[src/rtl/intr_host_agent.sv]
// rtl/intr_host_agent.sv - APB initiator for priority registers plus interrupt service responder
//
// Optional feature macro: INTR_HOST_TIMEOUT_EN. When defined, an ACCESS phase
// that sees TIMEOUT_CYCLES consecutive cycles with pready_i low is aborted and
// reported as an error. When undefined, ACCESS waits for pready_i forever.
//
// Ports:
//   pclk_i, prst_i               clock (rising edge), asynchronous active-high reset
//   cmd_valid_i / cmd_ready_o    command handshake
//   cmd_write_i, cmd_addr_i, cmd_wdata_i   command direction, address, write data
//   rsp_valid_o, rsp_rdata_o, rsp_err_o    one-cycle completion, read data, error
//   paddr_o, pwdata_o, pwrite_o, psel_o, penable_o   APB request
//   prdata_i, pready_i, pslverr_i          APB completion
//   intr_valid_i, intr_id_i      interrupt presented by the controller (level)
//   intr_serviced_o              one-cycle service-done pulse
//   last_intr_o, serviced_cnt_o  last serviced ID, saturating serviced count
module intr_host_agent #(
  parameter int unsigned NUM_INTR       = 16,
  parameter int unsigned SERVICE_CYCLES = 4,
  parameter int unsigned TIMEOUT_CYCLES = 16
) (
  input  logic        pclk_i,
  input  logic        prst_i,
  input  logic        cmd_valid_i,
  output logic        cmd_ready_o,
  input  logic        cmd_write_i,
  input  logic [7:0]  cmd_addr_i,
  input  logic [7:0]  cmd_wdata_i,
  output logic        rsp_valid_o,
  output logic [7:0]  rsp_rdata_o,
  output logic        rsp_err_o,
  output logic [7:0]  paddr_o,
  output logic [7:0]  pwdata_o,
  output logic        pwrite_o,
  output logic        psel_o,
  output logic        penable_o,
  input  logic [7:0]  prdata_i,
  input  logic        pready_i,
  input  logic        pslverr_i,
  input  logic        intr_valid_i,
  input  logic [3:0]  intr_id_i,
  output logic        intr_serviced_o,
  output logic [3:0]  last_intr_o,
  output logic [15:0] serviced_cnt_o
);

  typedef enum logic [1:0] {IDLE, SETUP, ACCESS, RESP} apb_state_t;
  typedef enum logic [1:0] {S_WAIT, S_SERVICE, S_RELEASE} svc_state_t;

  localparam logic [8:0]  NUM_INTR_W = 9'(NUM_INTR);
  localparam int unsigned SVC_W      = $clog2(SERVICE_CYCLES + 1);

  // Parameter sanity guard: an illegal configuration elaborates this named
  // scope, which makes it visible in the hierarchy of a bad integration.
  if (TIMEOUT_CYCLES < 2 || SERVICE_CYCLES < 1) begin : g_illegal_params
  end

  // ---------------------------------------------------------------- APB engine
  apb_state_t state, state_nxt;
  logic       err_q;
  logic       legal;
  logic       timeout;

  assign legal = ({1'b0, cmd_addr_i} < NUM_INTR_W);

`ifdef INTR_HOST_TIMEOUT_EN
  localparam int unsigned TO_W = $clog2(TIMEOUT_CYCLES);
  logic [TO_W-1:0] to_cnt;

  // Counts ACCESS cycles of the current transfer; cleared in every other state.
  always_ff @(posedge pclk_i or posedge prst_i) begin
    if (prst_i)                to_cnt <= '0;
    else if (state == ACCESS)  to_cnt <= to_cnt + TO_W'(1);
    else                       to_cnt <= '0;
  end

  assign timeout = (state == ACCESS) && !pready_i &&
                   (to_cnt == TO_W'(TIMEOUT_CYCLES - 1));
`else
  assign timeout = 1'b0;
`endif

  always_comb begin
    state_nxt   = state;
    cmd_ready_o = 1'b0;
    psel_o      = 1'b0;
    penable_o   = 1'b0;
    rsp_valid_o = 1'b0;
    rsp_err_o   = 1'b0;
    case (state)
      IDLE: begin
        cmd_ready_o = 1'b1;
        if (cmd_valid_i) state_nxt = legal ? SETUP : RESP;
      end
      SETUP: begin
        psel_o    = 1'b1;
        state_nxt = ACCESS;
      end
      ACCESS: begin
        psel_o    = 1'b1;
        penable_o = 1'b1;
        if (pready_i || timeout) state_nxt = RESP;
      end
      RESP: begin
        rsp_valid_o = 1'b1;
        rsp_err_o   = err_q;
        state_nxt   = IDLE;
      end
      default: state_nxt = IDLE;
    endcase
  end

  always_ff @(posedge pclk_i or posedge prst_i) begin
    if (prst_i) begin
      state       <= IDLE;
      pwrite_o    <= 1'b0;
      paddr_o     <= '0;
      pwdata_o    <= '0;
      err_q       <= 1'b0;
      rsp_rdata_o <= '0;
    end else begin
      state <= state_nxt;
      if (state == IDLE && cmd_valid_i) begin
        pwrite_o <= cmd_write_i;
        paddr_o  <= cmd_addr_i;
        pwdata_o <= cmd_wdata_i;
        err_q    <= !legal;
        // An illegal read still completes as an errored read.
        if (!legal && !cmd_write_i) rsp_rdata_o <= '0;
      end
      if (state == ACCESS) begin
        if (pready_i) begin
          err_q <= pslverr_i;
          if (!pwrite_o) rsp_rdata_o <= pslverr_i ? 8'h00 : prdata_i;
        end else if (timeout) begin
          err_q       <= 1'b1;
          rsp_rdata_o <= '0;
        end
      end
    end
  end

  // ------------------------------------------------------------ service engine
  svc_state_t       svc_state, svc_state_nxt;
  logic [SVC_W-1:0] svc_cnt;
  logic [3:0]       id_q;

  always_comb begin
    svc_state_nxt   = svc_state;
    intr_serviced_o = 1'b0;
    case (svc_state)
      S_WAIT:    if (intr_valid_i) svc_state_nxt = S_SERVICE;
      S_SERVICE: begin
        if (svc_cnt == SVC_W'(1)) begin
          intr_serviced_o = 1'b1;
          svc_state_nxt   = S_RELEASE;
        end
      end
      // Holding here until valid drops keeps one presentation from being
      // serviced twice.
      S_RELEASE: if (!intr_valid_i) svc_state_nxt = S_WAIT;
      default:   svc_state_nxt = S_WAIT;
    endcase
  end

  always_ff @(posedge pclk_i or posedge prst_i) begin
    if (prst_i) begin
      svc_state      <= S_WAIT;
      svc_cnt        <= '0;
      id_q           <= '0;
      last_intr_o    <= '0;
      serviced_cnt_o <= '0;
    end else begin
      svc_state <= svc_state_nxt;
      if (svc_state == S_WAIT && intr_valid_i) begin
        id_q    <= intr_id_i;
        svc_cnt <= SVC_W'(SERVICE_CYCLES);
      end
      if (svc_state == S_SERVICE) begin
        svc_cnt <= svc_cnt - SVC_W'(1);
        if (intr_serviced_o) begin
          last_intr_o <= id_q;
          if (serviced_cnt_o != 16'hFFFF) serviced_cnt_o <= serviced_cnt_o + 16'd1;
        end
      end
    end
  end

endmodule

[config.mk]
export PLATFORM = sky130hd
export DESIGN_NAME = intr_host_agent
export DESIGN_NICKNAME = d
export VERILOG_FILES = /design/src/rtl/intr_host_agent.sv
export SDC_FILE = /design/constraint.sdc
export NUM_CORES = 1
export LEC_CHECK = 0
export CORE_MARGIN = 10
export CORE_UTILIZATION = 45
export CTS_BUF_LIST = sky130_fd_sc_hd__clkbuf_16
export CTS_CLUSTER_DIAMETER = 100
export CTS_CLUSTER_SIZE = 8
export DETAILED_ROUTE_END_ITERATION = 16
export PLACE_DENSITY = 0.79
export RECOVER_POWER = 25
export SKIP_LAST_GASP = 1
export SLEW_MARGIN = 20
export SYNTH_ARGS = -nofsm -noshare
export SYNTH_HDL_FRONTEND = slang
export SYNTH_SLANG_ARGS = --single-unit
[constraint.sdc]
create_clock -name pclk_i -period 2.4 [get_ports pclk_i]
set_clock_uncertainty 0.05 [all_clocks]
set_input_delay 0.48 -clock pclk_i [delete_from_list [all_inputs] [get_ports pclk_i]]
set_output_delay 0.48 -clock pclk_i [all_outputs]
set_load 0.03 [all_outputs]
==> results of run 1 <==
-- power groups by stage --
stage	logic, W	clock network (W)	registers [W]
2_1_floorplan	0.000827	0	0.00203
3_3_place_gp	0.00214	0	0.00154
3_5_place_dp	0.00218	0	0.00156
4_1_cts	0.00219	0.00119	0.00155
5_1_grt	0.00230	0.00124	0.00160
6_report	0.00216	0.00116	0.00155
-- path summary, 6_finish.rpt --
| path | start | to | slack, ns |
|---|---|---|---|
| setup reg to reg | serviced_cnt_o[1] | serviced_cnt_o[6] | 0.42 |
| hold reg to reg | svc_cnt[1] | svc_cnt[1] | 0.43 |
| max in group asynchronous | prst_i | pwdata_o[1] | 0.44 |
| setup / recovery | state[1] | psel_o | 0.09 |
| hold / removal | svc_cnt[1] | svc_cnt[1] | 0.43 |
| min in group asynchronous | prst_i | id_q[3] | 1.03 |
-- stage by stage --
| stage | instance area, µm² | power (W) | utilization |
|---|---|---|---|
| floorplan | 2510 | 0.00286 | - |
| finish | 3740 | 0.00487 | 0.683 |
| detailed placement | 3470 | 0.00374 | 0.634 |
| global route | 3740 | 0.00514 | 0.683 |
| global placement | 3470 | 0.00368 | 0.634 |
| CTS | 3750 | 0.00493 | 0.685 |
-- registers in the layout, indices dropped and copies added, names as in the netlist --
| signal | count |
|---|---|
| pwdata_o | 8 |
| last_intr_o | 4 |
| pwrite_o | 1 |
| paddr_o | 8 |
| err_q | 1 |
| svc_cnt | 3 |
| serviced_cnt_o | 16 |
| state | 2 |
| svc_state | 2 |
| rsp_rdata_o | 8 |
| id_q | 4 |
-- logic make-up (layout without fill, tap and decap cells) --
family          Yosys count  in the layout
xor+xnor                 14             14
buf+inv                  12            115
mux                      27             27
simple gates             50             50
flops                    57             57
fa+ha+maj                 7              7
compound gates           24             24
-- worst reg2reg max path: stages (launching register included) --
cell and delay (ns):
dfrtp_1 0.42, ha_1 0.25, nand3_1 0.16, nor4b_4 0.55, buf_4 0.23, nor3_1 0.06
xor2_1 0.14
-- area by class of cell --
cell class              count  area (µm²)  share of cell area
flip-flops and latches     57        1430               0.382
multi-input cells         122        1010               0.270
repair buffers             92         906               0.242
clock buffers               9         225              0.0602
well taps                  72        90.1              0.0241
clock inverters             6        51.3              0.0137
inverters                   8        30.0             0.00803
-- cell usage in the layout (no fill, tap or decap), drive strengths merged --
cell / netlist / final
inv: 8 / 8
o21bai: 1 / 1
nor3b: 3 / 3
ha: 7 / 7
and2: 3 / 3
dlymetal6s2s: 0 / 2
xor2: 14 / 14
and4bb: 1 / 1
nand3b: 1 / 1
clkdlybuf4s50: 0 / 82
nor4b: 1 / 1
nor2b: 2 / 2
nand4: 5 / 5
a22oi: 1 / 1
dfrtp: 57 / 57
dlygate4sd3: 0 / 1
a22o: 8 / 8
and4: 2 / 2
and3: 1 / 1
buf: 4 / 6
mux2: 27 / 27
o32a: 2 / 2
nand3: 5 / 5
nand2: 11 / 11
nor3: 6 / 6
o21ai: 5 / 5
clkinv: 0 / 5
bufinv: 0 / 1
o21ba: 1 / 1
o211ai: 1 / 1
nor4: 3 / 3
a211oi: 1 / 1
or2b: 1 / 1
a21oi: 2 / 2
nor2: 5 / 5
a31o: 1 / 1
clkbuf: 0 / 10
a31oi: 1 / 1
-- routing by layer --
metal | global-route usage | wire, µm | up-vias
met5 | 0 | 0 | -
met2 | 0.198 | 2670 | 73
li1 | - | - | 884
met3 | 0.0690 | 635 | 4
met4 | 0.0486 | 32 | 0
met1 | 0.166 | 2750 | 885
==> summary.md, run 1 <==
| Metric | Value |
|---|---|
| Largest family of logic cells by synthesized area | simple AND/OR/NAND/NOR gates |
| Main flop type after synthesis | dfrtp_1 |
| CTS Buffer Depth | 2 |
| Post-CTS resize count | 0 |
| Via count | 1,846 |
| Ports | 86 |
| Crit path largest cell delay | 0.69 ns |
| Post-synth top area share | 0.569 |
| Worst vdd ir | 700 µV |
| Vias/cell | 5.04 |
| FILL cells | 426 |
| Vias in the first global route | 1,936 |
| Slew Limit Fails | 0 |
| I/O Buffers | 85 |
| WS Path Type | reg -> out |
| Worst-path clk slew | 0.05 ns |
| Residual DRC count | 0 |
| Setup TNS | 0 ns |
| Antenna cells | 0 |
| Post-CTS Setup Inserts | 0 |
| Clock group share of total power | 0.239 |
| Row count | 27 |
| Post-synth EDFFs | 0 |
| Final worst path period need | 2.31 ns |
| Fmax achieved | 0.432 GHz |
| Die Ht | 94.6 µm |
| Most instantiated cells after synthesis | 57 x dfrtp_1, 26 x mux2_2, 14 x xor2_1, 11 x nand2_1 |
| CTS Sinks | 57 |
| Critical path arrival | 1.78 ns |
| Register share of total power | 0.319 |
| All-layer global routing usage | 0.135 |
| Depth of the worst register-to-register path | 6 |
| Setup violators final | 0 |
| Adder-Cell Fraction of Synth Area | 0.0349 |
| Leading area contributor after synthesis | dfrtp_1 |
| Starting density of the core | 0.458 |
| Dpl ws | 0.236 ns |
| Share of cells above drive strength 1 | 0.184 |
| Worst Hold Margin | 0.432 ns |
| Synth Cell Area | 2510 µm² |
| Yosys synthesis warning count | 0 |
| Post-synthesis compound-gate area fraction | 0.0719 |
| Antenna violations before repair | 0 |
| Nets@finish | 332 |
| WP depth | 3 |
| Largest net degree at the start of global routing | 58 |
| PD cells | 1300 nW/µm² |
| Worst endpoint required time | 1.87 ns |
| Final ANT Viol Nets | 0 |
| H-tree levels | 3 |
| Post-synth ARST share | 1.00 |
| CP max FO | 3 |
| Core box area | 5470 µm² |
| Combinational cell fraction of total power | 0.443 |
| Die Wd | 94.6 µm |
| Setup crit end kind | output pin |
| CP max stage cell | clkdlybuf4s50_1 |
| Top cells by area, synth | dfrtp_1 57%, mux2_2 12%, xor2_1 4.9% |
| Post-CTS Hold Fix Bufs | 0 |
| Worst-Margin Slew | 1.37 ns |
| Switch share | 0.362 |
| Worst hold-check path type | reg -> reg |
| CTS tree | yes |
| Final Hold Vio Count | 0 |
| Syn Inst Count | 191 |
| First-pass GRT wire length | 9540 µm |
| Clock latency on the worst-skew pair | 0.31 ns |
| Number of non-filler instances in the completed layout | 366 |
| Placed insts | 351 |
| Routed WL | 6090 µm |
| Synth cell types | 39 |
| Startpoint types | flop |
| Mux contribution to synthesized area | 0.123 |
| GP Congestion | 0.828 |
| Hold path depth | 2 |
| GR Overflow Total | 0 |
| Synth Area in XOR/XNOR | 0.0489 |
| Pleak | 1.73 nW |
| CTS buffer count | 9 |
| Cell Int Power | 0.00311 W |
| Most instantiated library cell after synthesis | dfrtp_1 |
| Initial DRC count | 46 |
| Drt pass-1 iters | 4 |
| Synth Register Bits | 57 |
| WL/cell | 16.6 µm |
| Synthesized-area fraction occupied by and/or/nand/nor cells | 0.124 |
| Clk root buf | clkbuf_16 |
| Sequential fraction of the synthesis area | 0.569 |
| Crit path max-delay family | buffers and inverters |
| Final period utilization | 0.963 |
| Buffers & Inverters on Critical Path | 2 |
| Post-synth net total | 233 |
| Dpl hpwl | 4500 µm |
| Status | completed |
| Relative slew margins | 0.0869 |
| Die ar. | 8960 µm² |
| Critical Path, Cell by Cell | inv_1 > ha_1 > clkdlybuf4s50_1 |
| Layout area overhead | 49.1% |
| Final worst setup slack | 0.0877 ns |
| # Max-Cap Violations | 0 |
| Post-synthesis area per instance | 13.1 µm² |
| Switching pwr | 0.00176 W |
| RSZ-0062 raised after global routing | false |
(Power assumes the default switching activity.)
==> run 2, diff against run 1 <==
- CTS_CLUSTER_DIAMETER: 100 -> 60
- clock period: 2.4 -> 2.46 ns (I/O delays scaled with it)
==> run 2 against run 1 <==
Against the previous run: worst setup slack improved by 0.050 ns; register-to-register slack improved by 0.19 ns; first-iteration DRC count decreased by 2.2%; clock-buffer cell count unchanged; sequential share of layout area about the same; clock power about the same; critical path type unchanged; largest power group unchanged.
==> summary.md, run 2 (synthesized netlist as in run 1, its figures left out) <==
| Metric | Value |
|---|---|
| RSZ-0062 raised after global routing | false |
| Clock group share of total power | 0.238 (about the same) |
| WL/cell | 16.6 µm (-0.17%) |
| Via count | 1,877 (+1.7%) |
| Placed insts | 352 (+0.28%) |
| # Max-Cap Violations | 0 (unchanged) |
| Worst vdd ir | 966 µV (+38%) |
| Most frequent cells in the layout | 83 x clkdlybuf4s50_1, 57 x dfrtp_1, 26 x mux2_2 |
| Layout area overhead | 49.3% |
| Ports | 86 (unchanged) |
| CTS buffer count | 9 (unchanged) |
| Most flops, register | serviced_cnt_o |
| I/O Buffers | 85 (unchanged) |
| Clk root buf | clkbuf_16 |
| Register share of total power | 0.318 (about the same) |
| Switch share | 0.362 (about the same) |
| Vias in the first global route | 1,949 (+0.67%) |
| Status | completed |
| Slew Limit Fails | 0 (unchanged) |
| WS Path Type | reg -> out |
| Setup violators final | 0 (unchanged) |
| Setup crit end kind | output pin |
| Commonest non-fill, non-tap cell in the layout | clkdlybuf4s50_1 |
| GP Congestion | 0.813 (-1.9%) |
| CTS tree | yes |
| Row count | 27 (unchanged) |
| Critical path arrival | 1.78 ns (about the same) |
| Routed WL | 6120 µm (+0.38%) |
| Depth of the worst register-to-register path | 6 (unchanged) |
| Cell Int Power | 0.00303 W (-2.4%) |
| Antenna violations before repair | 0 (unchanged) |
| Antenna cells | 0 (unchanged) |
| Fmax achieved | 0.431 GHz |
| Core box area | 5470 µm² (unchanged) |
| Hold path depth | 2 (unchanged) |
| FILL cells | 425 (-0.23%) |
| Final period utilization | 0.944 |
| Max reg flops | 16 (unchanged) |
| Vias/cell | 5.10 (+1.1%) |
| Final Hold Vio Count | 0 (unchanged) |
| Worst hold-check path type | reg -> reg |
| Final worst path period need | 2.32 ns |
| Relative slew margins | 0.321 (+0.234) |
| Die Ht | 94.6 µm (unchanged) |
| Multi-input logic area | 1010 µm² (unchanged) |
| Startpoint types | flop |
| Clock latency on the worst-skew pair | 0.31 ns (about the same) |
| All-layer global routing usage | 0.138 (+0.00312) |
| First-pass GRT wire length | 9780 µm (+2.5%) |
| H-tree levels | 3 (unchanged) |
| Initial DRC count | 45 (-2.2%) |
| Post-CTS Hold Fix Bufs | 0 (unchanged) |
| Pleak | 1.72 nW (-0.52%) |
| Final ANT Viol Nets | 0 (unchanged) |
| Worst-path clk slew | 0.05 ns (about the same) |
| PD cells | 1270 nW/µm² (-2.5%) |
| Worst-Margin Slew | 1.02 ns (-0.350 ns) |
| Setup TNS | 0 ns (unchanged) |
| Number of non-filler instances in the completed layout | 368 (+0.55%) |
| Die Wd | 94.6 µm (unchanged) |
| Combinational cell fraction of total power | 0.444 (about the same) |
| CTS Buffer Depth | 2 (unchanged) |
| Worst endpoint required time | 1.92 ns (+0.05 ns) |
| CP max FO | 3 (unchanged) |
| GR Overflow Total | 0 (unchanged) |
| Dpl hpwl | 4610 µm (+2.6%) |
| Final core utilization | 0.684 (+0.000685) |
| CTS Sinks | 57 (unchanged) |
| Switching pwr | 0.00172 W (-2.4%) |
| Residual DRC count | 0 (unchanged) |
| Share of cells above drive strength 1 | 0.179 (-0.00462) |
| Starting density of the core | 0.458 (unchanged) |
| Storage cell area | 1430 µm² (unchanged) |
| Drt pass-1 iters | 4 (unchanged) |
| Nets@finish | 333 (+0.30%) |
| Largest net degree at the start of global routing | 39 (-33%) |
| Die ar. | 8960 µm² (unchanged) |
## run 2: cell types whose count changed in the layout (fill, tap and decap cells not counted), sizes merged
cell           change
inv                +1
clkbuf             +1
dlymetal6s2s       -1
clkdlybuf4s50      +1
## run 2: per-layer routing
layer | global-route usage | vias up | share of wire
met3 | 0.0571 | 8 | 0.097
met4 | 0.0524 | 0 | 0.016
met5 | 0 | - | 0
met1 | 0.174 | 907 | 0.45
met2 | 0.206 | 70 | 0.43
li1 | - | 892 | -
## run 2: what timing repair did
action,CTS,global route
buffers inserted,0,0
resized for setup,0,1
setup endpoints to repair,0,1
## run 2: cell type report
cell class,count,area share
multi-input combinational,122,0.270
inverter,8,0.00802
clock inverter,7,0.0144
tap,72,0.0241
sequential,57,0.381
timing repair buffer,93,0.242
clock buffer,9,0.0602
## run 2: power by group through the flow
stage               clock network (W)  registers (W)  logic (W)
detailed placement                  0        0.00152    0.00213
finish                        0.00113        0.00151    0.00211
floorplan                           0        0.00198   0.000806
global route                  0.00121        0.00155    0.00225
global placement                    0        0.00151    0.00208
CTS                           0.00116        0.00151    0.00214
## run 2: stage by stage
stage / cell area, µm² / total power [W] / setup slack, ns / hold slack, ns
2_1_floorplan: 2510 / 0.00279 / 0.518 / 0.400
3_3_place_gp: 3470 / 0.00359 / 0.354 / 0.419
3_5_place_dp: 3470 / 0.00365 / 0.298 / 0.426
4_1_cts: 3750 / 0.00481 / 0.0817 / 0.435
5_1_grt: 3740 / 0.00501 / 0.0665 / 0.461
6_report: 3740 / 0.00475 / 0.138 / 0.437
## run 2: final timing paths
path / from / to / slack, ns
worst max-delay path: state[0] / psel_o / 0.14
worst max register to register: serviced_cnt_o[0] / serviced_cnt_o[6] / 0.61
worst min-delay path: svc_cnt[1] / svc_cnt[1] / 0.44
max in group asynchronous: prst_i / svc_cnt[0] / 0.85
min in group asynchronous: prst_i / pwdata_o[7] / 0.87
worst min register to register: svc_cnt[1] / svc_cnt[1] / 0.44
## run 2: critical path: stages, from the launching register on
cell and delay [ns]:
dfrtp_1 0.36, inv_1 0.09, ha_1 0.32, clkdlybuf4s50_1 0.69
